<file path="src/rtl/ps2_key_decoder_pkg.sv">
// Shared constants and state encodings for the PS/2 keyboard decoder.
package ps2_key_decoder_pkg;

  localparam logic [7:0] SC_E0     = 8'hE0;
  localparam logic [7:0] SC_F0     = 8'hF0;
  localparam logic [7:0] SC_LSHIFT = 8'h12;
  localparam logic [7:0] SC_RSHIFT = 8'h59;
  localparam logic [7:0] SC_CAPS   = 8'h58;

  localparam logic [7:0] ASC_UP    = 8'h80;
  localparam logic [7:0] ASC_DOWN  = 8'h81;
  localparam logic [7:0] ASC_LEFT  = 8'h82;
  localparam logic [7:0] ASC_RIGHT = 8'h83;

  typedef enum logic [1:0] {
    FR_IDLE  = 2'd0,
    FR_RECV  = 2'd1,
    FR_CHECK = 2'd2
  } frame_state_t;

  typedef enum logic [1:0] {
    PR_NORMAL  = 2'd0,
    PR_GOT_E0  = 2'd1,
    PR_GOT_F0  = 2'd2,
    PR_GOT_E0F0 = 2'd3
  } proto_state_t;

  // PS/2 uses odd parity over the 8 data bits plus the parity bit.
  function automatic logic odd_parity_ok(input logic [8:0] bits);
    return ^bits;
  endfunction

endpackage

</file>
<file path="src/rtl/ps2_ascii_map.sv">
// Combinational scan-code (set 2, US layout) to ASCII lookup.
// Extended arrow keys are mapped only when PS2_EXT_KEYS_EN is defined.
module ps2_ascii_map
  import ps2_key_decoder_pkg::*;
(
  input  logic [8:0] code,
  input  logic       shift,
  input  logic       caps,
  output logic [7:0] ascii
);

  logic [7:0] lo_s;
  logic [7:0] hi_s;
  logic       letter_s;

  // Base (unshifted) and shifted characters for each scan code
  always_comb begin
    lo_s = 8'h00;
    hi_s = 8'h00;
    if (!code[8]) begin
      case (code[7:0])
        8'h1C: lo_s = 8'h61;  8'h32: lo_s = 8'h62;  8'h21: lo_s = 8'h63;  8'h23: lo_s = 8'h64;
        8'h24: lo_s = 8'h65;  8'h2B: lo_s = 8'h66;  8'h34: lo_s = 8'h67;  8'h33: lo_s = 8'h68;
        8'h43: lo_s = 8'h69;  8'h3B: lo_s = 8'h6A;  8'h42: lo_s = 8'h6B;  8'h4B: lo_s = 8'h6C;
        8'h3A: lo_s = 8'h6D;  8'h31: lo_s = 8'h6E;  8'h44: lo_s = 8'h6F;  8'h4D: lo_s = 8'h70;
        8'h15: lo_s = 8'h71;  8'h2D: lo_s = 8'h72;  8'h1B: lo_s = 8'h73;  8'h2C: lo_s = 8'h74;
        8'h3C: lo_s = 8'h75;  8'h2A: lo_s = 8'h76;  8'h1D: lo_s = 8'h77;  8'h22: lo_s = 8'h78;
        8'h35: lo_s = 8'h79;  8'h1A: lo_s = 8'h7A;
        8'h16: begin lo_s = 8'h31; hi_s = 8'h21; end
        8'h1E: begin lo_s = 8'h32; hi_s = 8'h40; end
        8'h26: begin lo_s = 8'h33; hi_s = 8'h23; end
        8'h25: begin lo_s = 8'h34; hi_s = 8'h24; end
        8'h2E: begin lo_s = 8'h35; hi_s = 8'h25; end
        8'h36: begin lo_s = 8'h36; hi_s = 8'h5E; end
        8'h3D: begin lo_s = 8'h37; hi_s = 8'h26; end
        8'h3E: begin lo_s = 8'h38; hi_s = 8'h2A; end
        8'h46: begin lo_s = 8'h39; hi_s = 8'h28; end
        8'h45: begin lo_s = 8'h30; hi_s = 8'h29; end
        8'h0E: begin lo_s = 8'h60; hi_s = 8'h7E; end
        8'h4E: begin lo_s = 8'h2D; hi_s = 8'h5F; end
        8'h55: begin lo_s = 8'h3D; hi_s = 8'h2B; end
        8'h54: begin lo_s = 8'h5B; hi_s = 8'h7B; end
        8'h5B: begin lo_s = 8'h5D; hi_s = 8'h7D; end
        8'h5D: begin lo_s = 8'h5C; hi_s = 8'h7C; end
        8'h4C: begin lo_s = 8'h3B; hi_s = 8'h3A; end
        8'h52: begin lo_s = 8'h27; hi_s = 8'h22; end
        8'h41: begin lo_s = 8'h2C; hi_s = 8'h3C; end
        8'h49: begin lo_s = 8'h2E; hi_s = 8'h3E; end
        8'h4A: begin lo_s = 8'h2F; hi_s = 8'h3F; end
        8'h29: begin lo_s = 8'h20; hi_s = 8'h20; end
        8'h5A: begin lo_s = 8'h0D; hi_s = 8'h0D; end
        8'h66: begin lo_s = 8'h08; hi_s = 8'h08; end
        8'h0D: begin lo_s = 8'h09; hi_s = 8'h09; end
        8'h76: begin lo_s = 8'h1B; hi_s = 8'h1B; end
        default: begin lo_s = 8'h00; hi_s = 8'h00; end
      endcase
    end else begin
`ifdef PS2_EXT_KEYS_EN
      case (code[7:0])
        8'h75: begin lo_s = ASC_UP;    hi_s = ASC_UP;    end
        8'h72: begin lo_s = ASC_DOWN;  hi_s = ASC_DOWN;  end
        8'h6B: begin lo_s = ASC_LEFT;  hi_s = ASC_LEFT;  end
        8'h74: begin lo_s = ASC_RIGHT; hi_s = ASC_RIGHT; end
        default: begin lo_s = 8'h00; hi_s = 8'h00; end
      endcase
`else
      lo_s = 8'h00;
      hi_s = 8'h00;
`endif
    end
  end

  assign letter_s = (lo_s >= 8'h61) && (lo_s <= 8'h7A);

  // Letters follow shift XOR caps; everything else follows shift only
  always_comb begin
    if (letter_s) begin
      ascii = (shift ^ caps) ? (lo_s - 8'h20) : lo_s;
    end else begin
      ascii = shift ? hi_s : lo_s;
    end
  end

endmodule

</file>
<file path="src/rtl/ps2_key_decoder.sv">
// PS/2 keyboard receiver: frame FSM, make/break protocol FSM, Shift/Caps tracking and ASCII output.
// Define PS2_EXT_KEYS_EN to map the E0-prefixed arrow keys; otherwise E0 sequences are ignored.
module ps2_key_decoder
  import ps2_key_decoder_pkg::*;
#(
  parameter int TIMEOUT_CYCLES = 100000
)
(
  input  logic       clk,
  input  logic       clrn,
  input  logic       ps2_clk,
  input  logic       ps2_data,
  output logic [7:0] ascii_key,
  output logic [7:0] scan_code,
  output logic       key_valid,
  output logic       shift_on,
  output logic       caps_on,
  output logic       frame_err
);

  localparam int            TW       = $clog2(TIMEOUT_CYCLES + 1);
  localparam logic [TW-1:0] TMO_LAST = TW'(TIMEOUT_CYCLES - 1);

  logic clk_s1_q, clk_s2_q, clk_prev_q, dat_s1_q, dat_s2_q;
  logic fall_s;

  // Two-flop synchronisers plus one extra sample of the clock for edge detection
  always_ff @(posedge clk or negedge clrn) begin
    if (!clrn) begin
      clk_s1_q   <= 1'b0;
      clk_s2_q   <= 1'b0;
      clk_prev_q <= 1'b0;
      dat_s1_q   <= 1'b0;
      dat_s2_q   <= 1'b0;
    end else begin
      clk_s1_q   <= ps2_clk;
      clk_s2_q   <= clk_s1_q;
      clk_prev_q <= clk_s2_q;
      dat_s1_q   <= ps2_data;
      dat_s2_q   <= dat_s1_q;
    end
  end

  assign fall_s = clk_prev_q & ~clk_s2_q;

  frame_state_t  fr_state_q, fr_state_d;
  logic [3:0]    bit_cnt_q, bit_cnt_d;
  logic [9:0]    sh_q, sh_d;
  logic [TW-1:0] tmo_q, tmo_d;
  logic          tmo_hit_s, frame_good_s, byte_stb_s;
  logic [7:0]    byte_s;

  assign tmo_hit_s    = (tmo_q == TMO_LAST) && !fall_s;
  assign frame_good_s = odd_parity_ok(sh_q[8:0]) && sh_q[9];
  assign byte_stb_s   = (fr_state_q == FR_CHECK) && frame_good_s;
  assign byte_s       = sh_q[7:0];

  // Frame FSM state and shift datapath registers
  always_ff @(posedge clk or negedge clrn) begin
    if (!clrn) begin
      fr_state_q <= FR_IDLE;
      bit_cnt_q  <= 4'd0;
      sh_q       <= 10'd0;
      tmo_q      <= '0;
    end else begin
      fr_state_q <= fr_state_d;
      bit_cnt_q  <= bit_cnt_d;
      sh_q       <= sh_d;
      tmo_q      <= tmo_d;
    end
  end

  // Frame FSM next state
  always_comb begin
    fr_state_d = fr_state_q;
    case (fr_state_q)
      FR_IDLE: begin
        if (fall_s && !dat_s2_q) fr_state_d = FR_RECV;
        else                     fr_state_d = FR_IDLE;
      end
      FR_RECV: begin
        if (fall_s && (bit_cnt_q == 4'd9)) fr_state_d = FR_CHECK;
        else if (tmo_hit_s)                fr_state_d = FR_IDLE;
        else                               fr_state_d = FR_RECV;
      end
      FR_CHECK: fr_state_d = FR_IDLE;
      default:  fr_state_d = FR_IDLE;
    endcase
  end

  // Frame datapath: bits arrive LSB first, so they shift in from the top
  always_comb begin
    bit_cnt_d = bit_cnt_q;
    sh_d      = sh_q;
    tmo_d     = tmo_q;
    case (fr_state_q)
      FR_IDLE: begin
        bit_cnt_d = 4'd0;
        tmo_d     = '0;
      end
      FR_RECV: begin
        if (fall_s) begin
          sh_d      = {dat_s2_q, sh_q[9:1]};
          bit_cnt_d = bit_cnt_q + 4'd1;
          tmo_d     = '0;
        end else begin
          tmo_d = tmo_q + TW'(1);
        end
      end
      default: begin
        bit_cnt_d = bit_cnt_q;
      end
    endcase
  end

  proto_state_t pr_state_q, pr_state_d;
  logic [8:0]   held_q, held_d;
  logic         lshift_q, lshift_d, rshift_q, rshift_d;
  logic         shift_on_q, shift_on_d, caps_q, caps_d;
  logic         key_valid_q, key_valid_d, frame_err_q, frame_err_d;
  logic [7:0]   scan_code_q, scan_code_d, ascii_q, ascii_d;
  logic         ext_s, brk_s, data_byte_s;
  logic [8:0]   code_s;
  logic [7:0]   cand_ascii_s, held_ascii_s;

  assign ext_s       = (pr_state_q == PR_GOT_E0) || (pr_state_q == PR_GOT_E0F0);
  assign brk_s       = (pr_state_q == PR_GOT_F0) || (pr_state_q == PR_GOT_E0F0);
  assign data_byte_s = byte_stb_s && (byte_s != SC_E0) && (byte_s != SC_F0);
  assign code_s      = {ext_s, byte_s};

  ps2_ascii_map u_cand_map (.code(code_s), .shift(shift_on_q), .caps(caps_q), .ascii(cand_ascii_s));
  ps2_ascii_map u_held_map (.code(held_q), .shift(shift_on_q), .caps(caps_q), .ascii(held_ascii_s));

  // Protocol FSM state register
  always_ff @(posedge clk or negedge clrn) begin
    if (!clrn) pr_state_q <= PR_NORMAL;
    else       pr_state_q <= pr_state_d;
  end

  // Protocol FSM next state
  always_comb begin
    pr_state_d = pr_state_q;
    if (!byte_stb_s) begin
      pr_state_d = pr_state_q;
    end else if (byte_s == SC_E0) begin
      pr_state_d = PR_GOT_E0;
    end else if (byte_s == SC_F0) begin
      case (pr_state_q)
        PR_NORMAL: pr_state_d = PR_GOT_F0;
        PR_GOT_E0: pr_state_d = PR_GOT_E0F0;
        default:   pr_state_d = pr_state_q;
      endcase
    end else begin
      pr_state_d = PR_NORMAL;
    end
  end

  // Protocol outputs: modifier flags, held key and the key_valid strobe
  always_comb begin
    held_d      = held_q;
    lshift_d    = lshift_q;
    rshift_d    = rshift_q;
    caps_d      = caps_q;
    key_valid_d = 1'b0;
    if (!data_byte_s) begin
      held_d = held_q;
    end else if (!ext_s && (byte_s == SC_LSHIFT)) begin
      lshift_d = !brk_s;
    end else if (!ext_s && (byte_s == SC_RSHIFT)) begin
      rshift_d = !brk_s;
    end else if (!ext_s && (byte_s == SC_CAPS)) begin
      if (!brk_s) caps_d = ~caps_q;
      else        caps_d = caps_q;
`ifndef PS2_EXT_KEYS_EN
    end else if (ext_s) begin
      held_d = held_q;
`endif
    end else if (!brk_s) begin
      held_d      = code_s;
      key_valid_d = (cand_ascii_s != 8'h00);
    end else if (held_q == code_s) begin
      held_d = 9'd0;
    end else begin
      held_d = held_q;
    end
  end

  // Frame result outputs
  always_comb begin
    frame_err_d = ((fr_state_q == FR_CHECK) && !frame_good_s) ||
                  ((fr_state_q == FR_RECV) && tmo_hit_s);
    if (byte_stb_s) scan_code_d = byte_s;
    else            scan_code_d = scan_code_q;
    shift_on_d = lshift_d | rshift_d;
    ascii_d    = held_ascii_s;
  end

  // Key state and registered outputs
  always_ff @(posedge clk or negedge clrn) begin
    if (!clrn) begin
      held_q      <= 9'd0;
      lshift_q    <= 1'b0;
      rshift_q    <= 1'b0;
      shift_on_q  <= 1'b0;
      caps_q      <= 1'b0;
      key_valid_q <= 1'b0;
      frame_err_q <= 1'b0;
      scan_code_q <= 8'h00;
      ascii_q     <= 8'h00;
    end else begin
      held_q      <= held_d;
      lshift_q    <= lshift_d;
      rshift_q    <= rshift_d;
      shift_on_q  <= shift_on_d;
      caps_q      <= caps_d;
      key_valid_q <= key_valid_d;
      frame_err_q <= frame_err_d;
      scan_code_q <= scan_code_d;
      ascii_q     <= ascii_d;
    end
  end

  assign ascii_key = ascii_q;
  assign scan_code = scan_code_q;
  assign key_valid = key_valid_q;
  assign shift_on  = shift_on_q;
  assign caps_on   = caps_q;
  assign frame_err = frame_err_q;

endmodule

</file>
<file path="config.mk">
export PLATFORM = sky130hd
export DESIGN_NAME = ps2_key_decoder
export DESIGN_NICKNAME = d
export VERILOG_FILES = /design/src/rtl/ps2_key_decoder_pkg.sv /design/src/rtl/ps2_ascii_map.sv /design/src/rtl/ps2_key_decoder.sv
export SDC_FILE = /design/constraint.sdc
export NUM_CORES = 1
export LEC_CHECK = 0
export CORE_AREA = 2 2 143 145
export DETAILED_ROUTE_END_ITERATION = 12
export DIE_AREA = 0 0 145 147
export GPL_TIMING_DRIVEN = 1
export PLACE_DENSITY = 0.41
export RECOVER_POWER = 100
export SETUP_SLACK_MARGIN = 0.4
export SYNTH_ARGS = -nofsm -noshare
export SYNTH_HDL_FRONTEND = slang
export SYNTH_SLANG_ARGS = --single-unit
</file>
<file path="constraint.sdc">
create_clock -name clk -period 3.8 [get_ports clk]
set_clock_uncertainty 0.15 [all_clocks]
set_input_delay 0.95 -clock clk [delete_from_list [all_inputs] [get_ports clk]]
set_output_delay 0.95 -clock clk [all_outputs]
set_load 0.1 [all_outputs]
</file>
Yosys cells after proc, flatten, opt, wreduce, memory -nomap -nowiden
Index checks and enable logic that the tools add are counted.
{"block": "totals", "ff_bits": 71, "latchBits": 0, "ram_bits": 0, "mem_bits_ro": 0, "in_bits": 4, "out_inout_bits": 20, "elab_cells": 229, "memories": 0}
{"block": "classes", "add_sub_neg": 4, "n_mul": 0, "div": 0, "n_lt_le_gt_ge": 4, "n_eq_ne": 122, "shifts": 0, "muxes": 38, "n_bitwise": 10, "reduce_logical": 32}
{"operator": "$pmux 7 s52", "n": 2}
{"operator": "$eq 8x6->1 const B", "n": 46}
{"operator": "$pmux 7 s26", "n": 2}
{"operator": "$eq 8x7->1 const B", "n": 42}
{"operator": "$eq 8x5->1 const B", "n": 15}
{"operator": "$mux 7", "n": 6}
{"operator": "$pmux 17 s2", "n": 1}
{"operator": "$eq 8x4->1 const B", "n": 4}
{"operator": "$mux 8", "n": 4}
{"operator": "$mux 9", "n": 2}
{"operator": "$add 17x1->17 const B", "n": 1}
{"operator": "$eq 17x17->1 const B", "n": 1}
{"operator": "$mux 17", "n": 1}
{"operator": "$eq 8x8->1 const B", "n": 2}
{"operator": "$ne 8x8->1 const B", "n": 2}
{"operator": "$sub 7x6->8 const B", "n": 2}
{"operator": "$ge 7x7->1 const B", "n": 2}
{"operator": "$le 7x7->1 const B", "n": 2}
{"operator": "$logic_and 1x1->1", "n": 14}
{"operator": "$mux 1", "n": 13}
{"operator": "$eq 9x9->1", "n": 1}
{"operator": "$reduce_xor 9->1", "n": 1}
{"operator": "$pmux 2 s2", "n": 2}
{"operator": "$pmux 4 s2", "n": 1}
{"operator": "21 further kinds", "n": 41}

Depth between registers and ports, before layout
{"block": "depth", "depth_word": 13, "mapped_depth": 17, "mapped_depth_nobuf": 15}

Cells and area by module
A second synthesis with hierarchy kept.
{"block": "hier_totals", "cells_unflattened": 836, "hier_area_um2": 6746.5}
{"mod": "ps2_ascii_map", "instances": 2, "cells_each": 263, "area_each_um2": 1747.9, "seq_area_each_um2": 0.0}
{"mod": "ps2_key_decoder", "instances": 1, "cells_each": 310, "area_each_um2": 3250.6, "seq_area_each_um2": 1751.7}

Least setup slack after synthesis
OpenSTA, ideal clock, no wires.
{"block": "synth_timing", "path_kind": "register to register", "start": "reg held_q[4]", "end": "reg ascii_q[6] (netlist: ascii_key[6])", "setup_ns": 0.094, "t_arrival_ns": 2.871, "required_ns": 3.556, "setup_slack_ns": 0.685, "path_stages_with_launch": 13, "path_buffers": 3, "period_less_slack_ns": 3.115, "path_cell_list": "dfrtp_1 -> buf_6 -> or4b_1 -> clkbuf_2 -> o32a_1 -> o22ai_2 -> or4_4 -> or2_2 -> ha_1 -> o211a_1 -> o31a_1 -> buf_6 -> a221oi_2"}
{"block": "synth_via", "elab_chain_cells": 6, "word_cells_on_any_way": 63, "classes_between": "add/sub (1); order compare (2); eq/ne (52); mux (7); reduce/logical (1)"}
{"item": "from (decl)", "line": "ps2_key_decoder.sv:117", "source": "logic [8:0] held_q, held_d;"}
{"item": "from (signal assigned)", "line": "ps2_key_decoder.sv:211", "source": "held_q <= held_d;"}
{"item": "$eq 8x7->1, or another cell as far along", "line": "ps2_ascii_map.sv:21", "source": "case (code[7:0])"}
{"item": "$pmux 7 s52", "line": "ps2_ascii_map.sv:21"}
{"item": "$mux 7", "line": "ps2_ascii_map.sv:20", "source": "if (!code[8]) begin"}
{"item": "$sub 7x6->8, or another cell as far along", "line": "ps2_ascii_map.sv:78", "source": "ascii = (shift ^ caps) ? (lo_s - 8'h20) : lo_s;"}
{"item": "$mux 8 / $logic_and 1x1->1 (equally long branches)", "line": "ps2_ascii_map.sv:78, ps2_ascii_map.sv:73"}
{"item": "$mux 8 (*)", "line": "ps2_ascii_map.sv:77", "source": "if (letter_s) begin"}
{"item": "net ascii_d[6]", "line": "ps2_key_decoder.sv:121", "source": "logic [7:0] scan_code_q, scan_code_d, ascii_q, ascii_d;"}
{"item": "to (signal assigned)", "line": "ps2_key_decoder.sv:219", "source": "ascii_q <= ascii_d;"}
{"item": "to (decl)", "line": "ps2_key_decoder.sv:121"}
Mark *: on every way through the listed nets, which the timed path passes. The rest lies on a longest branch.
A chain may end at the register's enable or synchronous reset.

Final worst setup path
{"block": "layout_timing", "start": "reg held_q[7]", "end": "reg ascii_q[5] (netlist: ascii_key[5])"}
Same word-level chain as after synthesis.

==> metrics.txt <==
final worst-path cycle share 0.890; largest net degree at the start of global routing 71; GRT Total Usage 0.180; Crit Path Class flip-flop to flip-flop; first-pass GRT wire length 31,500 um; CP max FO 9; Setup-failing EPs final 0; multi-input combinational cell area 3990 um2; Ports 24; Synth Area per Inst 7.88 um2; fraction of layout cells with a size suffix above 1 0.244; Syn. warnings 0; Final WS setup 418 ps; CP startpoint held_q[7]$_DFFE_PN0P_; dpl cells 1,034; CTS tree built; Worst-Margin Slew 1830 ps; Fmax 296 MHz; cell taking the most area after synthesis dfrtp_1; HP Start clk_s1_q$_DFF_PN0_; GPL Wtd Cong 0.941; vias in the first global route 5,773; Tmin final 3380 ps; Initial DRC Count 527; # diodes 0; DIE AREA 21,300 um2; Layout Cells excl Fill 1,095; Post-synth EDFFs 0; chip height 147 um; Design Power 3.20 mW; async set or reset register ratio after synthesis 1.00; P per Cell Area 431 nW/um2; Clk Latency, worst-skew pair 340 ps; r2r startpoint held_q[7]$_DFFE_PN0P_; DRC Markers 0; CP Data Required Time 3890 ps; failing checks capacitance limit, slew limit; Post-Synthesis Cell Area 5850 um2; RSZ-0062 raised after global routing no; remaining global-route overflow 0; Worst slew margin -0.223; clk sinks 70; Core ar. 19,800 um2; CTS buffer count 9; Max IR drop VDD 0.259 mV; Hold Vio Cnt, Final 0; Pre-antenna DRT Iters 7; Max Cap Viol 1; via density per instance 5.69; synth unique cells 81; port bufs 23; CTS Buffer Depth 2; initial antenna violation count 0; post-route ant nets 0; Fill cells 2,102; status complete, but fails checks; WL/cell 18.4 um; clock transition at the registers of the reported paths 70 ps; Lkg Pwr 2.90 nW; Syn Inst Count 742; Seq/Total Area, Yosys 0.299; site row count 52; register area 1770 um2; most frequent cells in the layout 96 x buf_4, 92 x nand2_1, 75 x o21ai_0; Synth Register Bits 70; CP startpoint kind flip-flop; Root Driver clkbuf_16; top-area cell type share of the netlist area 0.299; CTS H-tree depth 3; pre-CTS WS -37.2 ps; vias 6,231; Post-Syn Nets 768; Post-CTS Hold Fix Bufs 0; crit path DAT 3470 ps; Pins Over Slew Limit 71; Critical Path End Type flip-flop; fin nets 846; worst hold margin 200 ps; Main synth FF type dfrtp_1; type of the tightest min-delay check flip-flop to flip-flop; routed wire length 20,100 um; Chip Width 145 um; Starting Density 0.295; Layout area overhead 27.1%; HPWL Detailed 13,700 um; Synth area leaders dfrtp_1 30%, o21ai_0 6.5%, nand2_1 6.0%; leading cell type in the layout, fill and taps excluded buf_4
repair_timing:
item,CTS,global route
pin swaps,2,16
buffers inserted,2,43
endpoints found under the setup margin,10,10
gates resized for setup,24,61
final cells by class:
type                       instances  area share
timing repair buffer             130       0.127
sequential                        70       0.238
clock inverter                     7     0.00757
clock buffer                       9      0.0303
tap                              270      0.0454
inverter                          28      0.0151
multi-input combinational        581       0.537
worst max-delay path: stages, from the launching register on:
cell	delay (ps)
dfrtp_1	520
buf_2	280
buf_4	140
or4b_4	180
o21ai_0	120
a2111o_1	500
a2111oi_4	220
buf_4	190
o21ai_0	80
o211a_1	240
buf_4	150
o311a_1	330
a221oi_2	180
worst paths after layout:
path                                          end  slack (ps)  cells past startpoint
max                        ascii_key[5]$_DFF_PN0_         420                     12
min reg2reg                    clk_s2_q$_DFF_PN0_         200                      0
max reg2reg                ascii_key[5]$_DFF_PN0_         420                     12
min in group asynchronous    tmo_q[8]$_DFFE_PN0P_         950                      1
max in group asynchronous   held_q[0]$_DFFE_PN0P_        1210                      1
min                            clk_s2_q$_DFF_PN0_         200                      0
registers in the layout (all words and copies together) (netlist names):
name,count
bit_cnt_q,4
dat_s1_q,1
shift_on,1
dat_s2_q,1
clk_s1_q,1
fr_state_q,2
clk_prev_q,1
ascii_key,8
held_q,8
sh_q,10
caps_on,1
key_valid,1
scan_code,8
rshift_q,1
clk_s2_q,1
tmo_q,17
lshift_q,1
pr_state_q,2
frame_err,1
metal layers:
layer	vias to the layer above	share of wire	GRT usage
li1	2911	-	-
met1	3005	0.46	0.252
met2	261	0.46	0.287
met3	54	0.053	0.0264
met4	0	0.029	0.0569
met5	-	0	0
cell usage after synthesis, types with 13 or more instances:
cell	number
clkbuf_1	38
nor4_1	15
o31ai_1	13
nor2_1	44
nor3_1	17
ha_1	22
dfrtp_1	70
xnor2_1	13
nand2_1	94
inv_1	28
a21oi_1	31
nand4_1	24
buf_2	15
nand3_1	35
o21ai_0	76
metrics by stage:
step | util | instance area (um2) | TNS, ps
2_1_floorplan | - | 5850 | 0
3_3_place_gp | 0.331 | 6560 | 0
3_5_place_dp | 0.331 | 6560 | -37.2
4_1_cts | 0.350 | 6940 | 0
5_1_grt | 0.375 | 7440 | 0
6_report | 0.375 | 7440 | 0
power by group:
| group | leakage (nW) | total, mW | internal [mW] | switching (mW) |
|---|---|---|---|---|
| registers | 0.930 | 0.918 | 0.819 | 0.0990 |
| logic | 1.83 | 1.48 | 0.641 | 0.841 |
| clock network | 0.137 | 0.803 | 0.450 | 0.353 |
| total | 2.90 | 3.20 | 1.91 | 1.29 |
kinds of logic after synthesis:
logic type,Yosys count,share of synthesized area
AOI/OAI and AO/OA,220,0.251
xor gates and xnor gates,24,0.0383
adders and majority gates,22,0.0470
buffers and inverters,91,0.0695
DFF,70,0.299
muxes,7,0.0120
and+or+nand+nor,308,0.283
Power figures use the tool's default switching activity.
